<file path="config.mk">
export PLATFORM = sky130hd
export DESIGN_NAME = alu_chain_seq
export DESIGN_NICKNAME = d
export VERILOG_FILES = /design/src/rtl/alu_pkg.sv /design/src/rtl/alu_chain_seq.sv
export SDC_FILE = /design/constraint.sdc
export NUM_CORES = 1
export LEC_CHECK = 0
export ABC_AREA = 0
export CAP_MARGIN = 40
export CELL_PAD_IN_SITES_DETAIL_PLACEMENT = 0
export CELL_PAD_IN_SITES_GLOBAL_PLACEMENT = 1
export CORE_MARGIN = 8
export CORE_UTILIZATION = 39
export DETAILED_ROUTE_END_ITERATION = 8
export GPL_TIMING_DRIVEN = 0
export PLACE_DENSITY_LB_ADDON = 0.1
export SKIP_CTS_REPAIR_TIMING = 1
export SYNTH_ARGS = -nofsm -noshare
export SYNTH_HDL_FRONTEND = slang
export SYNTH_SLANG_ARGS = --single-unit
</file>
<file path="constraint.sdc">
create_clock -name clk -period 3.17 [get_ports clk]
set_input_delay 0.7925 -clock clk [delete_from_list [all_inputs] [get_ports clk]]
set_output_delay 0.7925 -clock clk [all_outputs]
set_load 0.03 [all_outputs]
</file>
<file path="src/rtl/alu_pkg.sv">
// Shared definitions for the word-serial ALU sequencer.
// The package holds the FSM state type and the ALU opcode width.
package alu_pkg;

    localparam int ALU_SEL_W = 3;

    typedef enum logic [1:0] {
        IDLE = 2'd0,
        RUN  = 2'd1,
        DONE = 2'd2
    } state_t;

endpackage

</file>
<file path="src/rtl/alu_chain_seq.sv">
// Splits a wide operation into WORDS slices and feeds them LSB-first to an
// external N_WIDTH ALU, chaining the carry between slices.
module alu_chain_seq
    import alu_pkg::*;
#(
    parameter int N_WIDTH = 4,
    parameter int WORDS   = 4
) (
    input  logic                         clk,
    input  logic                         rst_n,
    input  logic                         cmd_valid,
    output logic                         cmd_ready,
    input  logic [WORDS*N_WIDTH-1:0]     cmd_a,
    input  logic [WORDS*N_WIDTH-1:0]     cmd_b,
    input  logic [ALU_SEL_W-1:0]         cmd_sel,
    input  logic                         cmd_c_in,
    output logic [N_WIDTH-1:0]           alu_a,
    output logic [N_WIDTH-1:0]           alu_b,
    output logic                         alu_c_in,
    output logic [ALU_SEL_W-1:0]         alu_sel,
    input  logic [N_WIDTH-1:0]           alu_y,
    input  logic                         alu_c_out,
    output logic                         res_valid,
    input  logic                         res_ready,
    output logic [WORDS*N_WIDTH-1:0]     res_y,
    output logic                         res_c_out
);

    localparam int                IDX_W    = (WORDS > 1) ? $clog2(WORDS) : 1;
    localparam int                WIDE_W   = WORDS * N_WIDTH;
    localparam logic [IDX_W-1:0]  LAST_IDX = IDX_W'(WORDS - 1);

    state_t                 state_q, state_d;
    logic [IDX_W-1:0]       idx_q, idx_d;
    logic [WIDE_W-1:0]      a_q, a_d;
    logic [WIDE_W-1:0]      b_q, b_d;
    logic [ALU_SEL_W-1:0]   sel_q, sel_d;
    logic                   carry_q, carry_d;
    logic [WIDE_W-1:0]      res_q, res_d;
    logic                   cout_q, cout_d;

    logic [N_WIDTH-1:0]     aWord;
    logic [N_WIDTH-1:0]     bWord;

    // Constant-index word mux keeps every select in range for any WORDS.
    always_comb begin
        aWord = '0;
        bWord = '0;
        for (int w = 0; w < WORDS; w++) begin
            if (idx_q == IDX_W'(w)) begin
                aWord = a_q[w*N_WIDTH +: N_WIDTH];
                bWord = b_q[w*N_WIDTH +: N_WIDTH];
            end
        end
    end

    always_comb begin
        state_d   = state_q;
        idx_d     = idx_q;
        a_d       = a_q;
        b_d       = b_q;
        sel_d     = sel_q;
        carry_d   = carry_q;
        res_d     = res_q;
        cout_d    = cout_q;
        cmd_ready = 1'b0;
        res_valid = 1'b0;
        alu_a     = '0;
        alu_b     = '0;
        alu_c_in  = 1'b0;
        alu_sel   = '0;

        case (state_q)
            IDLE: begin
                cmd_ready = 1'b1;
                if (cmd_valid) begin
                    a_d     = cmd_a;
                    b_d     = cmd_b;
                    sel_d   = cmd_sel;
                    carry_d = cmd_c_in;
                    idx_d   = '0;
                    state_d = RUN;
                end
            end

            RUN: begin
                alu_a    = aWord;
                alu_b    = bWord;
                alu_c_in = carry_q;
                alu_sel  = sel_q;
                for (int w = 0; w < WORDS; w++) begin
                    if (idx_q == IDX_W'(w)) begin
                        res_d[w*N_WIDTH +: N_WIDTH] = alu_y;
                    end
                end
                // The result carry is kept apart from carry_q so acceptance of
                // a new command cannot disturb the previous res_c_out.
                carry_d = alu_c_out;
                cout_d  = alu_c_out;
                idx_d   = idx_q + IDX_W'(1);
                if (idx_q == LAST_IDX) begin
                    state_d = DONE;
                end
            end

            DONE: begin
                res_valid = 1'b1;
                if (res_ready) begin
                    state_d = IDLE;
                end
            end

            default: begin
                state_d = IDLE;
            end
        endcase
    end

    always_ff @(posedge clk or negedge rst_n) begin
        if (!rst_n) begin
            state_q <= IDLE;
            idx_q   <= '0;
            a_q     <= '0;
            b_q     <= '0;
            sel_q   <= '0;
            carry_q <= 1'b0;
            res_q   <= '0;
            cout_q  <= 1'b0;
        end else begin
            state_q <= state_d;
            idx_q   <= idx_d;
            a_q     <= a_d;
            b_q     <= b_d;
            sel_q   <= sel_d;
            carry_q <= carry_d;
            res_q   <= res_d;
            cout_q  <= cout_d;
        end
    end

    assign res_y     = res_q;
    assign res_c_out = cout_q;

endmodule

</file>
==> flow_metrics.env <==
export IMPL_stdcell_area_um2=3610
export IMPL_synth_top_area_share=0.555
export IMPL_die_h_um=97.2
export IMPL_min_to="res_c_out$_DFFE_PN0P_"
export IMPL_core_um2=6350
export IMPL_totalPowerFinal_mw=4.18
export IMPL_netlist_cell_type_count=30
export IMPL_rsz0062_at_grt="no"
export IMPL_layout_common_cells="clkdlybuf4s50_1, dfrtp_1, mux2_2"
export IMPL_synthAdderAreaFrac=0.0195
export IMPL_cts_made_buffers=9
export IMPL_nFillCells=555
export IMPL_io_buffers=75
export IMPL_clk_pin_slew_worst_paths_ps=60
export IMPL_fmax_mhz=329
export IMPL_grt_pass1_vias=1989
export IMPL_clockRootBuffer="clkbuf_8"
export IMPL_synthMuxAreaShare=0.241
export IMPL_yosysWarnings=0
export IMPL_path_class="reg2out"
export IMPL_routed_wl_mm=6.48
export IMPL_synthSimpleGateAreaFrac=0.0925
export IMPL_fin_cells=354
export IMPL_worst_clock_skew_ps=3.92
export IMPL_place_inst=340
export IMPL_reg2reg_setup_slack_ps=1600
export IMPL_drive_above_1_share=0.321
export IMPL_synth_compound_area_share=0.0652
export IMPL_setup_viol=0
export IMPL_wire_per_inst_um=18.3
export IMPL_hp_start="res_c_out$_DFFE_PN0P_"
export IMPL_cp_required_ps=2380
export IMPL_yosys_top_cells_area="dfrtp_1, mux2_2, mux2_4"
export IMPL_grt_usage=0.139
export IMPL_synth_top_family_by_area="multiplexers"
export IMPL_ys_ff_latch=57
export IMPL_end_kind="output pin"
export IMPL_r2r_start="idx_q[0]$_DFFE_PN0P_"
export IMPL_hold_class="reg2reg"
export IMPL_nets=322
export IMPL_htreeDepth=3
export IMPL_regArea_um2=1430
export IMPL_synthCells=187
export IMPL_area_growth_pct=40.5
export IMPL_synth_seq_area_share=0.555
export IMPL_rows=29
export IMPL_yosysTopAreaCell="dfrtp_1"
export IMPL_maxSlewHeadroom=0.564
export IMPL_syn_avg_cell_area_um2=13.7
export IMPL_finalHoldViolCount=0
export IMPL_die_area_um2=9450
export IMPL_grt_pass1_wl_mm=10.5
export IMPL_multi_input_area_um2=1090
export IMPL_synth_xor_area_frac=0
export IMPL_postPlaceCellArea_um2=3430
export IMPL_min_path_cells=2
export IMPL_outcome="finished, final reports clean"
export IMPL_cts_tree="done"
export IMPL_critPathMaxFanout=7
export IMPL_start_kind="flop"
export IMPL_period_share=0.958
export IMPL_setup_tns_ps=0
export IMPL_cts_sinks=57
export IMPL_die_x_um=97.2
export IMPL_n_antenna_cell=0
export IMPL_period_needed_ps=3040
export IMPL_drtPass1Iterations=4
export IMPL_clock_path_buffers=2
export IMPL_grt_max_degree=31
export IMPL_r2r_cells=3
export IMPL_irDropWorstVdd_v=0.000589
export IMPL_power_density_nw_per_um2=1160
export IMPL_start_util=0.405
export IMPL_insertion_delay_ps=330
export IMPL_cp_arrival_ps=2250
export IMPL_ant_nets=0
export IMPL_drv_slew=0
export IMPL_dr_first_iter_drc_count=32
export IMPL_grt_antenna_before_repair=0
export IMPL_worst_pin_slew_ps=654
export IMPL_post_route_drc_count=0
export IMPL_syn_area_um2=2570
export IMPL_leakagePower_nw=1.61
export IMPL_syn_nets=236
export IMPL_dpl_hpwl_mm=4.70
export IMPL_ios=76
export IMPL_overflow=0
export IMPL_final_common_cell="clkdlybuf4s50_1"
export IMPL_worstReg2RegEnd="res_y[13]$_DFFE_PN0P_"
export IMPL_gp_congestion=0.745
export IMPL_via_per_inst=5.05
export IMPL_cap_violations=0
export IMPL_num_vias=1789
==> where the power goes <==
part	internal (mW)	switching (mW)	leakage (nW)	total, mW
registers	1.11	0.202	0.671	1.31
clock network	0.399	0.276	0.102	0.675
logic	1.02	1.18	0.837	2.20
total	2.52	1.66	1.61	4.18
==> sequential cells by signal (all words and copies together), names as in the netlist <==
signal,cells
res_c_out,1
res_y,16
sel_q,3
state_q,2
a_q,16
b_q,16
idx_q,2
carry_q,1
==> layer usage <==
layer  share of wire  GRT usage  up-vias
met4          0.0042     0.0284        0
met1            0.46      0.175      887
met5               0          0        -
met3           0.061     0.0569        4
met2            0.48      0.219       49
li1                -          -      849
==> worst max-delay path, stage by stage, from the launching register on <==
cell      delay (ps)
dfrtp_1          420
inv_1            120
ha_1             240
nor2b_1          150
clkbuf_2         230
a221oi_1         110
o41ai_1          380
buf_2            270
==> metrics by stage <==
step / hold slack (ps) / util / setup WS (ps)
detailed placement: 462 / 0.541 / -54.8
global route: 516 / 0.569 / 4.57
CTS: 477 / 0.571 / -418
floorplan: 459 / - / 223
finish: 477 / 0.569 / 132
global placement: 459 / 0.538 / -584
==> kinds of logic after synthesis <==
family / after synthesis
AOI/OAI and AO/OA: 21
adders and majority gates: 4
buffers and inverters: 15
DFF: 57
muxes: 51
and+or+nand+nor: 39
==> worst max-delay path by stage <==
stage	from	endpoint	slack, ps	cells after the start
2_1_floorplan	idx_q[0]$_DFFE_PN0P_	alu_a[0]	220	6
3_3_place_gp	rst_n	res_y[3]$_DFFE_PN0P_	-580	1
3_5_place_dp	idx_q[0]$_DFFE_PN0P_	alu_b[1]	-50	6
4_1_cts	idx_q[0]$_DFFE_PN0P_	alu_b[1]	-420	6
5_1_grt	idx_q[0]$_DFFE_PN0P_	alu_b[3]	5	7
6_report	idx_q[0]$_DFFE_PN0P_	alu_a[3]	130	7
==> Yosys cell counts <==
library cell / n
dfrtp_1: 57
mux2_2: 36
mux2_4: 12
nor2b_1: 9
nand3_1: 8
a221oi_1: 7
buf_2: 7
nand2_1: 7
o41ai_1: 7
and2_1: 4
ha_1: 4
inv_1: 3
mux2_1: 3
nand2_4: 3
o21ai_0: 3
clkbuf_1: 2
nand2b_1: 2
a21oi_1: 1
a32o_1: 1
buf_1: 1
buf_4: 1
clkbuf_2: 1
nand3b_1: 1
nor2_1: 1
nor2b_2: 1
nor3_1: 1
nor3b_2: 1
o21bai_1: 1
o31ai_1: 1
or3_1: 1
==> final cells by class <==
class	count	area share
sequential	57	0.395
multi-input combinational	115	0.302
timing repair buffer	76	0.204
clock buffer	12	0.0429
tap	77	0.0267
buffer	11	0.0156
clock inverter	3	0.0111
inverter	3	0.00312
Note: power is estimated with default switching activity, not from simulation.
==> RTL edit, RTL diff (same settings) <==
Take the reset off `a_q`, `b_q` and `res_q` and load them in a clocked block of their own.
--- a/src/rtl/alu_chain_seq.sv
+++ b/src/rtl/alu_chain_seq.sv
@@ -120,22 +120,22 @@
         if (!rst_n) begin
             state_q <= IDLE;
             idx_q   <= '0;
-            a_q     <= '0;
-            b_q     <= '0;
             sel_q   <= '0;
             carry_q <= 1'b0;
-            res_q   <= '0;
             cout_q  <= 1'b0;
         end else begin
             state_q <= state_d;
             idx_q   <= idx_d;
-            a_q     <= a_d;
-            b_q     <= b_d;
             sel_q   <= sel_d;
             carry_q <= carry_d;
-            res_q   <= res_d;
             cout_q  <= cout_d;
         end
+    end
+
+    always_ff @(posedge clk) begin
+        a_q   <= a_d;
+        b_q   <= b_d;
+        res_q <= res_d;
     end
 
     assign res_y     = res_q;
Formal check against the unedited RTL: differs if rst_n is asserted again (counterexample within 4 cycles, from zero or initial values and one cycle with rst_n low); with rst_n held inactive, the same outputs for 10 cycles.
==> RTL edit against the unedited design <==
- via count decreased by 20%
- clock skew up 0.52 ps
- first-iteration DRC count increased by 47%
- sequential share of layout area grew 11 points
- cell count is 16% lower
- critical endpoint is now alu_a[2]
- die area fell by 11%
- combinational power shrank 35%
- area after synthesis is 13% lower
- routed wire length decreased by 23%
- core utilization increased by 2.9 points
- total power fell by 24%
- sequential cell count did not move
- design area is 8.9% lower
- setup slack improved by 67 ps
==> RTL edit: results (changes against the unedited design) <==
| Metric | Value |
|---|---|
| Ant. Diodes | 0 (unchanged) |
| Largest area contributor in the netlist | edfxtp_1 |
| Post-synth ARST share | 15.8% (-84 points) |
| Static Leak | 1.29 nW (-20%) |
| CTS root buf | clkbuf_8 |
| Slowest Stage Delay on Critical Path | 410 ps |
| Clock latency on the worst-skew pair | 320 ps |
| Clock skew | 4.43 ps (+0.516 ps) |
| DR vias/cell | 4.82 (-4.6%) |
| Hold WC Path Type | reg2reg |
| Final wirelength | 4.97 mm (-23%) |
| Hpwl dp | 3.72 mm (-21%) |
| Placed insts | 284 (-16%) |
| Clk buf depth | 2 (unchanged) |
| Synth cell count leaders | edfxtp_1 (48), dfrtp_1 (9), nor2b_1 (9), and2_1 (8), nand3_1 (8) |
| Layout Nets | 271 (-16%) |
| Slowest CP cell | dfrtp_1 |
| CTS clk-pin slew, worst paths | 60 ps (about the same) |
| Ys Warns | 0 (unchanged) |
| Unique masters post-synth | 29 (-3.3%) |
| Post-synth EDFFs | 48 (+48) |
| Post-synth net total | 184 (-22%) |
| H-tree Lvls | 3 (unchanged) |
| Number of global-route vias before repair | 1659 (-17%) |
| GP Congestion | 0.724 (-2.8%) |
| First drt pass iteration count | 4 (unchanged) |
| Least-Margin Pin Slew | 720 ps (+65.9 ps) |
| NetSw | 1.16 mW (-30%) |
| # fillers | 446 (-20%) |
| CTS buffer count | 9 (unchanged) |
| Worst Path Arrival | 2180 ps (-70 ps) |
| Syn Area/Cell | 16.6 um^2 (+20%) |
| CP delay by family, top | buffers and inverters |
| Dpl cell area | 0.00311 mm^2 (-9.5%) |
| Register Area | 0.00167 mm^2 (+17%) |
| CP max FO | 7 (unchanged) |
| Iter 0 DRT Violations | 47 (+47%) |
| First-pass GRT wire length | 7.89 mm (-25%) |
| Vias | 1436 (-20%) |
| Initial antenna violation count | 0 (unchanged) |
| Layout cell share with drive strength beyond 1 | 12.8% (-19 points) |
| Sequential fraction of the synthesis area | 74.5% (+19 points) |
| Synth area leaders | edfxtp_1 (64%), dfrtp_1 (10%), a221oi_1 (2.7%) |
| VDD IR max | 0.499 mV (-15%) |
| Port Buffers | 75 (unchanged) |
| Pin count of the biggest net entering global routing | 15 (-52%) |
| GRT Total Usage | 12.2% (-1.7 points) |
| Status | finished clean |
-- RTL edit: tightest hold or removal path, delay by kind of cell (launching register included) --
kind | cells | cell delay, ps
flip-flops | 1 | 350
AND/OR/NAND/NOR | 2 | 100
-- RTL edit: cell families after synthesis --
logic type / after synthesis / synth area share [%]
AO/OA/AOI/OAI: 21 / 7.61
multiplexers: 3 / 1.51
AND/OR/NAND/NOR: 39 / 11.0
buffers and inverters: 11 / 3.08
flip-flops: 57 / 74.5
adder cells (fa/ha/maj): 4 / 2.24
-- RTL edit: through the flow --
step	hold WS (ps)	setup TNS, ps	setup slack (ps)
after detailed placement	466	0	103
after global placement	464	-37.8	-12.9
after global routing	512	0	26.4
after CTS	483	-1730	-285
after floorplan	470	0	312
final	483	0	200
-- RTL edit: final timing paths --
kind	from	end	slack (ps)	cells past startpoint
worst max-delay path	idx_q[0]	alu_a[2]	200	7
worst min-delay path	res_c_out	res_c_out	480	2
worst max register to register	state_q[0]	b_q[4]	1340	3
worst min register to register	res_c_out	res_c_out	480	2
max in group asynchronous	rst_n	state_q[1]	2110	1
min in group asynchronous	rst_n	sel_q[1]	770	1
-- RTL edit: cell type report --
class / count / share of cell area [%]
repair buffers: 77 / 24.1
flip-flops and latches: 57 / 50.6
well taps: 72 / 2.74
clock inverters: 6 / 1.52
multi-input cells: 67 / 15.3
clock buffers: 9 / 3.76
plain buffers: 7 / 1.63
inverters: 3 / 0.342
-- RTL edit: metal layers --
layer | up-vias | GRT usage (%) | wire length (um)
met4 | 0 | 6.58 | 40
li1 | 692 | - | -
met2 | 57 | 20.5 | 2400
met1 | 683 | 12.6 | 2070
met3 | 4 | 5.70 | 452
met5 | - | 0 | 0
-- RTL edit: power by group through the flow --
stage / clock [mW] / combinational (mW) / sequential, mW
5_1_grt: 0.649 / 1.54 / 1.15
3_5_place_dp: 0 / 1.47 / 1.14
4_1_cts: 0.619 / 1.48 / 1.13
3_3_place_gp: 0 / 1.43 / 1.14
2_1_floorplan: 0 / 0.795 / 1.23
6_report: 0.601 / 1.43 / 1.13
